--- src/rtl/replay_fifo.sv ---
// Retransmit buffer: holds unacknowledged words in order and replays them on NACK/timeout.
// Latency: write visible in occupancy flags next cycle; replay word presented the cycle after the trigger edge.
// Backpressure: writes are dropped when full or while replaying; consumer paces replay with rd (one word per rd&rdy).
//
// Ports: clk/rst (async active-high), en (global freeze when low), wr/data_in (producer side),
//   ack/ack_seq (cumulative acknowledge), rep/tim_out (replay triggers), rd (replay pop),
//   data_out/rdy/replay_index (replay stream), seq/num_packets_to_replay/empty/full (status).
// Optional feature: define REPLAY_TIMER_EN to build the internal auto-replay timer (TIMEOUT cycles).
module replay_fifo #(
    parameter int DATA_W  = 16,
    parameter int DEPTH   = 16,
    parameter int SEQ_W   = 12,
    parameter int TIMEOUT = 256
) (
    input  logic                     clk,
    input  logic                     rst,
    input  logic                     en,
    input  logic                     wr,
    input  logic [DATA_W-1:0]        data_in,
    input  logic                     ack,
    input  logic [SEQ_W-1:0]         ack_seq,
    input  logic                     rep,
    input  logic                     tim_out,
    input  logic                     rd,
    output logic [DATA_W-1:0]        data_out,
    output logic                     rdy,
    output logic [SEQ_W-1:0]         seq,
    output logic [SEQ_W-1:0]         num_packets_to_replay,
    output logic [$clog2(DEPTH)-1:0] replay_index,
    output logic                     empty,
    output logic                     full
);
    localparam int AW = $clog2(DEPTH);
    localparam int CW = AW + 1;

    if ((DEPTH & (DEPTH - 1)) != 0 || DEPTH < 4 || TIMEOUT < 1) begin : g_bad_param
        $error("replay_fifo: DEPTH must be a power of 2 >= 4 and TIMEOUT >= 1");
    end

    typedef enum logic {IDLE, REPLAY} state_t;

    logic [DATA_W-1:0] mem [DEPTH];

    state_t            state_q, state_d;
    logic [AW-1:0]     head_q, head_d, tail_q, tail_d, rptr_q, rptr_d, ridx_q, ridx_d;
    logic [CW-1:0]     count_q, count_d;
    logic [SEQ_W-1:0]  head_seq_q, head_seq_d, seq_q, seq_d, nrep_q, nrep_d;
    logic [DATA_W-1:0] dout_q, dout_d;
    logic              empty_q, empty_d, full_q, full_d;

    logic              wr_acc, ack_ok, trig, timer_exp;
    logic [SEQ_W-1:0]  ack_diff;
    logic [CW-1:0]     ack_n;
    logic [AW-1:0]     rptr_nx;

    always_comb begin
        state_d    = state_q;
        head_d     = head_q;
        tail_d     = tail_q;
        count_d    = count_q;
        head_seq_d = head_seq_q;
        seq_d      = seq_q;
        rptr_d     = rptr_q;
        nrep_d     = nrep_q;
        dout_d     = dout_q;
        ridx_d     = ridx_q;
        empty_d    = empty_q;
        full_d     = full_q;
        wr_acc     = 1'b0;
        ack_n      = '0;
        trig       = 1'b0;
        rptr_nx    = rptr_q + AW'(1);
        // Number of entries a cumulative ack would free (modular distance from head).
        ack_diff   = ack_seq - head_seq_q + SEQ_W'(1);
        ack_ok     = ack && (ack_diff != '0) && (ack_diff <= SEQ_W'(count_q));

        if (en) begin
            trig = rep | tim_out | timer_exp;
            if (state_q == IDLE) begin
                wr_acc = wr && (count_q != CW'(DEPTH));
                if (ack_ok) begin
                    head_d     = head_q + ack_diff[AW-1:0];
                    head_seq_d = head_seq_q + ack_diff;
                    ack_n      = ack_diff[CW-1:0];
                end
                if (wr_acc) begin
                    tail_d = tail_q + AW'(1);
                    seq_d  = seq_q + SEQ_W'(1);
                end
                count_d = count_q - ack_n + CW'(wr_acc);
                // Occupancy after this cycle's ack and write decides whether a replay starts.
                if (trig && (count_d != '0)) begin
                    state_d = REPLAY;
                    rptr_d  = head_d;
                    nrep_d  = SEQ_W'(count_d);
                    ridx_d  = head_d;
                    // Head slot may be the one being written right now (buffer was empty).
                    dout_d  = (wr_acc && (tail_q == head_d)) ? data_in : mem[head_d];
                end
            end else begin
                if (rep | tim_out) begin
                    // Rewind: no writes/acks happen in REPLAY, so head/count are current.
                    rptr_d = head_q;
                    nrep_d = SEQ_W'(count_q);
                    ridx_d = head_q;
                    dout_d = mem[head_q];
                end else if (rd) begin
                    rptr_d = rptr_nx;
                    nrep_d = nrep_q - SEQ_W'(1);
                    if (nrep_q == SEQ_W'(1)) begin
                        // Last word consumed; index/data hold their final values.
                        state_d = IDLE;
                    end else begin
                        ridx_d = rptr_nx;
                        dout_d = mem[rptr_nx];
                    end
                end
            end
            empty_d = (count_d == '0);
            full_d  = (count_d == CW'(DEPTH));
        end
    end

`ifdef REPLAY_TIMER_EN
    localparam int TW = $clog2(TIMEOUT + 1);
    logic [TW-1:0] timer_q, timer_d;

    assign timer_exp = (state_q == IDLE) && (timer_q == TW'(TIMEOUT - 1));

    always_comb begin
        timer_d = timer_q;
        if (en && (state_q == IDLE)) begin
            if ((state_d == REPLAY) || ack_ok || (count_d == '0)) begin
                timer_d = '0;
            end else if (count_q != '0) begin
                timer_d = timer_q + TW'(1);
            end
        end
    end

    always_ff @(posedge clk or posedge rst) begin
        if (rst) begin
            timer_q <= '0;
        end else begin
            timer_q <= timer_d;
        end
    end
`else
    assign timer_exp = 1'b0;
`endif

    // Storage is deliberately not reset; pointers alone define validity.
    always_ff @(posedge clk) begin
        if (wr_acc) begin
            mem[tail_q] <= data_in;
        end
    end

    always_ff @(posedge clk or posedge rst) begin
        if (rst) begin
            state_q    <= IDLE;
            head_q     <= '0;
            tail_q     <= '0;
            count_q    <= '0;
            head_seq_q <= '0;
            seq_q      <= '0;
            rptr_q     <= '0;
            nrep_q     <= '0;
            dout_q     <= '0;
            ridx_q     <= '0;
            empty_q    <= 1'b1;
            full_q     <= 1'b0;
        end else begin
            state_q    <= state_d;
            head_q     <= head_d;
            tail_q     <= tail_d;
            count_q    <= count_d;
            head_seq_q <= head_seq_d;
            seq_q      <= seq_d;
            rptr_q     <= rptr_d;
            nrep_q     <= nrep_d;
            dout_q     <= dout_d;
            ridx_q     <= ridx_d;
            empty_q    <= empty_d;
            full_q     <= full_d;
        end
    end

    assign data_out              = dout_q;
    assign rdy                   = (state_q == REPLAY);
    assign seq                   = seq_q;
    assign num_packets_to_replay = nrep_q;
    assign replay_index          = ridx_q;
    assign empty                 = empty_q;
    assign full                  = full_q;
endmodule

--- config.mk ---
export PLATFORM = sky130hd
export DESIGN_NAME = replay_fifo
export DESIGN_NICKNAME = d
export VERILOG_FILES = /design/src/rtl/replay_fifo.sv
export SDC_FILE = /design/constraint.sdc
export NUM_CORES = 1
export LEC_CHECK = 0
export ABC_CLOCK_PERIOD_IN_PS = 8170
export CAP_MARGIN = 20
export CORE_ASPECT_RATIO = 1.4
export CORE_MARGIN = 2
export CORE_UTILIZATION = 62
export CTS_BUF_LIST = sky130_fd_sc_hd__clkbuf_2 sky130_fd_sc_hd__clkbuf_4 sky130_fd_sc_hd__clkbuf_8
export CTS_CLUSTER_SIZE = 8
export DETAILED_ROUTE_END_ITERATION = 6
export DONT_BUFFER_PORTS = 1
export GPL_TIMING_DRIVEN = 0
export PLACE_DENSITY = 0.78
export SLEW_MARGIN = 5
export SYNTH_ARGS = -nofsm -noshare
export SYNTH_HDL_FRONTEND = slang
export SYNTH_SLANG_ARGS = --single-unit
--- constraint.sdc ---
create_clock -name clk -period 8.17 [get_ports clk]
set_clock_uncertainty 0.05 [all_clocks]
set_input_delay 0.817 -clock clk [delete_from_list [all_inputs] [get_ports clk]]
set_output_delay 0.817 -clock clk [all_outputs]
set_load 0.03 [all_outputs]
==> impl_metrics.env <==
export IMPL_arrival_ns=8.32
export IMPL_muxShareOfSynthArea_pct=23.48
export IMPL_route_detailed_drc=8
export IMPL_crit_start="head_seq_q[1]$_DFFE_PP0P_"
export IMPL_slew_headroom_pct=15.15
export IMPL_synth_compound_area_share_pct=10.07
export IMPL_viasPerCell=7.654
export IMPL_required_ns=8.67
export IMPL_whs_ns=0.2208
export IMPL_worst_pin_slew_ns=1.262
export IMPL_intPower_mw=3.170
export IMPL_netlist_area_sq_mm=0.01974
export IMPL_grt_pass1_wl_um=96520
export IMPL_fillers=2189
export IMPL_cts_tree="yes"
export IMPL_drive_above_1_share_pct=21.28
export IMPL_clock_latency_ns=0.64
export IMPL_cap_violations=0
export IMPL_finalHoldViolCount=0
export IMPL_p_per_area_mw_per_mm2=214.2
export IMPL_synth_cells=1505
export IMPL_slew_viol_final=0
export IMPL_critPathSlowestCell="a41oi_1"
export IMPL_switching_power_mw=1.499
export IMPL_ys_types=75
export IMPL_synthAdderAreaFrac_pct=3.956
export IMPL_setup_viol=0
export IMPL_yosys_warnings=0
export IMPL_nets=1686
export IMPL_stdcell_count=2027
export IMPL_dieArea_sq_mm=0.03330
export IMPL_synth_top_area_share_pct=38.95
export IMPL_crit_end="data_out[7]$_DFFE_PP0P_"
export IMPL_track_usage_pct=40.01
export IMPL_fmax_ghz=0.1278
export IMPL_dp_cells=1923
export IMPL_violations="DRC"
export IMPL_combPwrFrac_pct=22.7
export IMPL_syn_area_per_cell_sq_um=13.11
export IMPL_fp_dieW_um=154.8
export IMPL_synth_commonest_cells="edfxtp_1, mux4_2, nand2_1"
export IMPL_clkTransAtPathRegs_ns=0.07
export IMPL_fin_crit_sh_pct=95.78
export IMPL_rrSetupSlack_ns=0.34
export IMPL_r2r_end="data_out[7]$_DFFE_PP0P_"
export IMPL_power_switching_share_pct=32.10
export IMPL_synthTopCellsByArea="edfxtp_1, mux4_2, dfrtp_1"
export IMPL_cts_made_buffers=52
export IMPL_path_max_fanout=10
export IMPL_clock_path_buffers=3
export IMPL_use_met1_pct=47.64
export IMPL_grt_max_degree=60
export IMPL_ant_nets=0
export IMPL_synthToLayoutAreaGrowth_pct=10.45
export IMPL_die_h_um=215.1
export IMPL_core_sq_mm=0.03150
export IMPL_grt_pass1_vias=15590
export IMPL_synth_edf_count=256
export IMPL_start_kind="register"
export IMPL_cellLeakagePower_nw=7.995
export IMPL_synthXorXnorAreaFrac_pct=2.441
export IMPL_busiest_layer="met2"
export IMPL_synth_top_family_by_area="multiplexers"
export IMPL_rsz0062_at_grt="no"
export IMPL_status="finished, violations left"
export IMPL_worstReg2RegStart="head_seq_q[1]$_DFFE_PP0P_"
export IMPL_rows=77
export IMPL_crit_type="reg2reg"
export IMPL_ir_drop_mv=0.1188
export IMPL_synth_top_cell_by_area="edfxtp_1"
export IMPL_portBuffers=0
export IMPL_met3_usage_pct=11.23
export IMPL_multi_input_area_sq_mm=0.009609
export IMPL_hold_class="in2reg"
export IMPL_routabilityCongestion=0.9687
export IMPL_synth_nets=1601
export IMPL_dr_pass1_iters=7
export IMPL_grt_overflow=0
export IMPL_yosysSeqAreaShare_pct=48.59
export IMPL_crit_top_cell="ha_1"
export IMPL_fin_tns_setup_ns=0
export IMPL_async_flop_share_pct=22.89
export IMPL_cts_htree_levels=2
export IMPL_synth_main_ff_cell="edfxtp_1"
export IMPL_initial_core_util_pct=62.65
export IMPL_cts_sinks=332
export IMPL_dr_first_iter_drc_count=2385
export IMPL_routed_wl_um=65940
export IMPL_synth_most_common_cell="edfxtp_1"
export IMPL_seqPwrFrac_pct=45.7
export IMPL_antenna_found_initial=1
export IMPL_wire_per_inst_um=32.53
export IMPL_synth_seq_cells=332
export IMPL_post_route_min_period_ns=7.826
export IMPL_io_pins=83
export IMPL_cts_root_buf="clkbuf_8"
export IMPL_dp_final_hpwl_um=44880
export IMPL_met2_usage_pct=62.71
export IMPL_synthSimpleGateAreaFrac_pct=8.425
export IMPL_final_seq_area_sq_mm=0.009590
export IMPL_r2r_cells=25
export IMPL_p_clk_share_pct=31.6
export IMPL_critPathCaptureType="register"
export IMPL_path_delay_family="adder cells"
export IMPL_path_buf_inv=5
export IMPL_path_depth=25
export IMPL_num_vias=15510
export IMPL_cpPeakStageDelay_ns=0.72
[worst min-delay path by stage]
stage,to,start,depth (start not counted)
floorplan,head_seq_q[11]$_DFFE_PP0P_,head_seq_q[11]$_DFFE_PP0P_,1
global placement,head_seq_q[11]$_DFFE_PP0P_,head_seq_q[11]$_DFFE_PP0P_,1
detailed placement,head_seq_q[6]$_DFFE_PP0P_,head_seq_q[6]$_DFFE_PP0P_,2
CTS,mem[8][1]$_DFFE_PP_,data_in[1],0
global route,mem[1][6]$_DFFE_PP_,data_in[6],0
finish,mem[12][1]$_DFFE_PP_,data_in[1],0
[cell families (layout without fill, tap and decap cells)]
logic type                 after synthesis  after routing
DFF                                    332            332
and+or+nand+nor                        349            349
buffers and inverters                  150            276
adders and majority gates               60             60
xor gates and xnor gates                55             55
muxes                                  261            261
AOI/OAI and AO/OA                      298            298
other                                    0              1
[through the flow]
step / instance area [sq um] / util [%] / setup WS, ns / total power, mW
after floorplan: 19740 / - / 1.339 / 2.892
after global placement: 20230 / 64.22 / -0.05847 / 3.148
after detailed placement: 20620 / 65.44 / -0.1799 / 3.188
after CTS: 21690 / 68.85 / 0.1598 / 4.631
after global routing: 21800 / 69.20 / 0.04781 / 4.805
final: 21800 / 69.20 / 0.3444 / 4.669
[what timing repair did]
action	in CTS	in global routing
endpoints found under the setup margin	0	20
hold buffers	1	0
endpoints found under the hold margin	17	0
resized for setup	0	5
buffers inserted	0	0
[cell usage in the layout, fill, tap and decap left out, types with 38 or more instances in the layout]
| cell | count |
|---|---|
| o21ai_0 | 56 |
| ha_1 | 56 |
| nand3_1 | 53 |
| mux2i_1 | 85 |
| mux4_2 | 160 |
| edfxtp_1 | 256 |
| clkbuf_8 | 55 |
| xnor2_1 | 38 |
| clkbuf_1 | 62 |
| nor2_1 | 58 |
| a21oi_1 | 70 |
| nand2_1 | 136 |
| dfrtp_1 | 75 |
| inv_1 | 51 |
[routing by layer]
metal | vias up | part of all wire [%]
met5 | - | 0
li1 | 6151 | -
met2 | 1370 | 46
met3 | 451 | 13
met1 | 7542 | 31
met4 | 0 | 9.0
[registers in the layout (all words and copies together), names as in the netlist, 4 cells and up]
signal and cells:
seq 12, head_seq_q 12, replay_index 4, head_q 4
tail_q 4, data_out 16, rptr_q 4, mem 256
count_q 5, num_packets_to_replay 12
[cell type report]
type                       count  area share [%]
antenna                        1         0.01148
buffer                        97           1.848
clock buffer                  86           4.540
clock inverter                 9          0.3329
inverter                      53          0.9241
multi-input combinational   1023           44.08
sequential                   332           43.99
tap                          395           2.267
timing repair buffer          31           2.003
[power by group through the flow]
stage                     combinational (mW)  clock [mW]  sequential (mW)
final                                   1.06        1.47             2.14
after global routing                    1.13        1.53             2.15
after CTS                               1.03        1.47             2.13
after detailed placement                1.02           0             2.17
after global placement                 0.984           0             2.16
after floorplan                        0.770           0             2.12
[worst reg2reg max path, cell delays in order (launching register included)]
cell and delay, ns:
dfrtp_1 0.43, ha_1 0.29, inv_1 0.04, ha_1 0.21
fa_1 0.51, xor2_2 0.39, ha_1 0.33, a2111oi_0 0.37
a22o_1 0.25, nand4_1 0.24, nor4_2 0.51, buf_2 0.33
and2_1 0.17, ha_1 0.22, inv_1 0.06, ha_1 0.15
inv_1 0.06, fa_1 0.46, xor2_1 0.26, and4b_1 0.30
and2_1 0.21, a31oi_4 0.18, a41oi_1 0.72, clkbuf_1 0.64
a21oi_1 0.18, a31oi_1 0.17
Note: power is estimated with default switching activity, not from simulation.
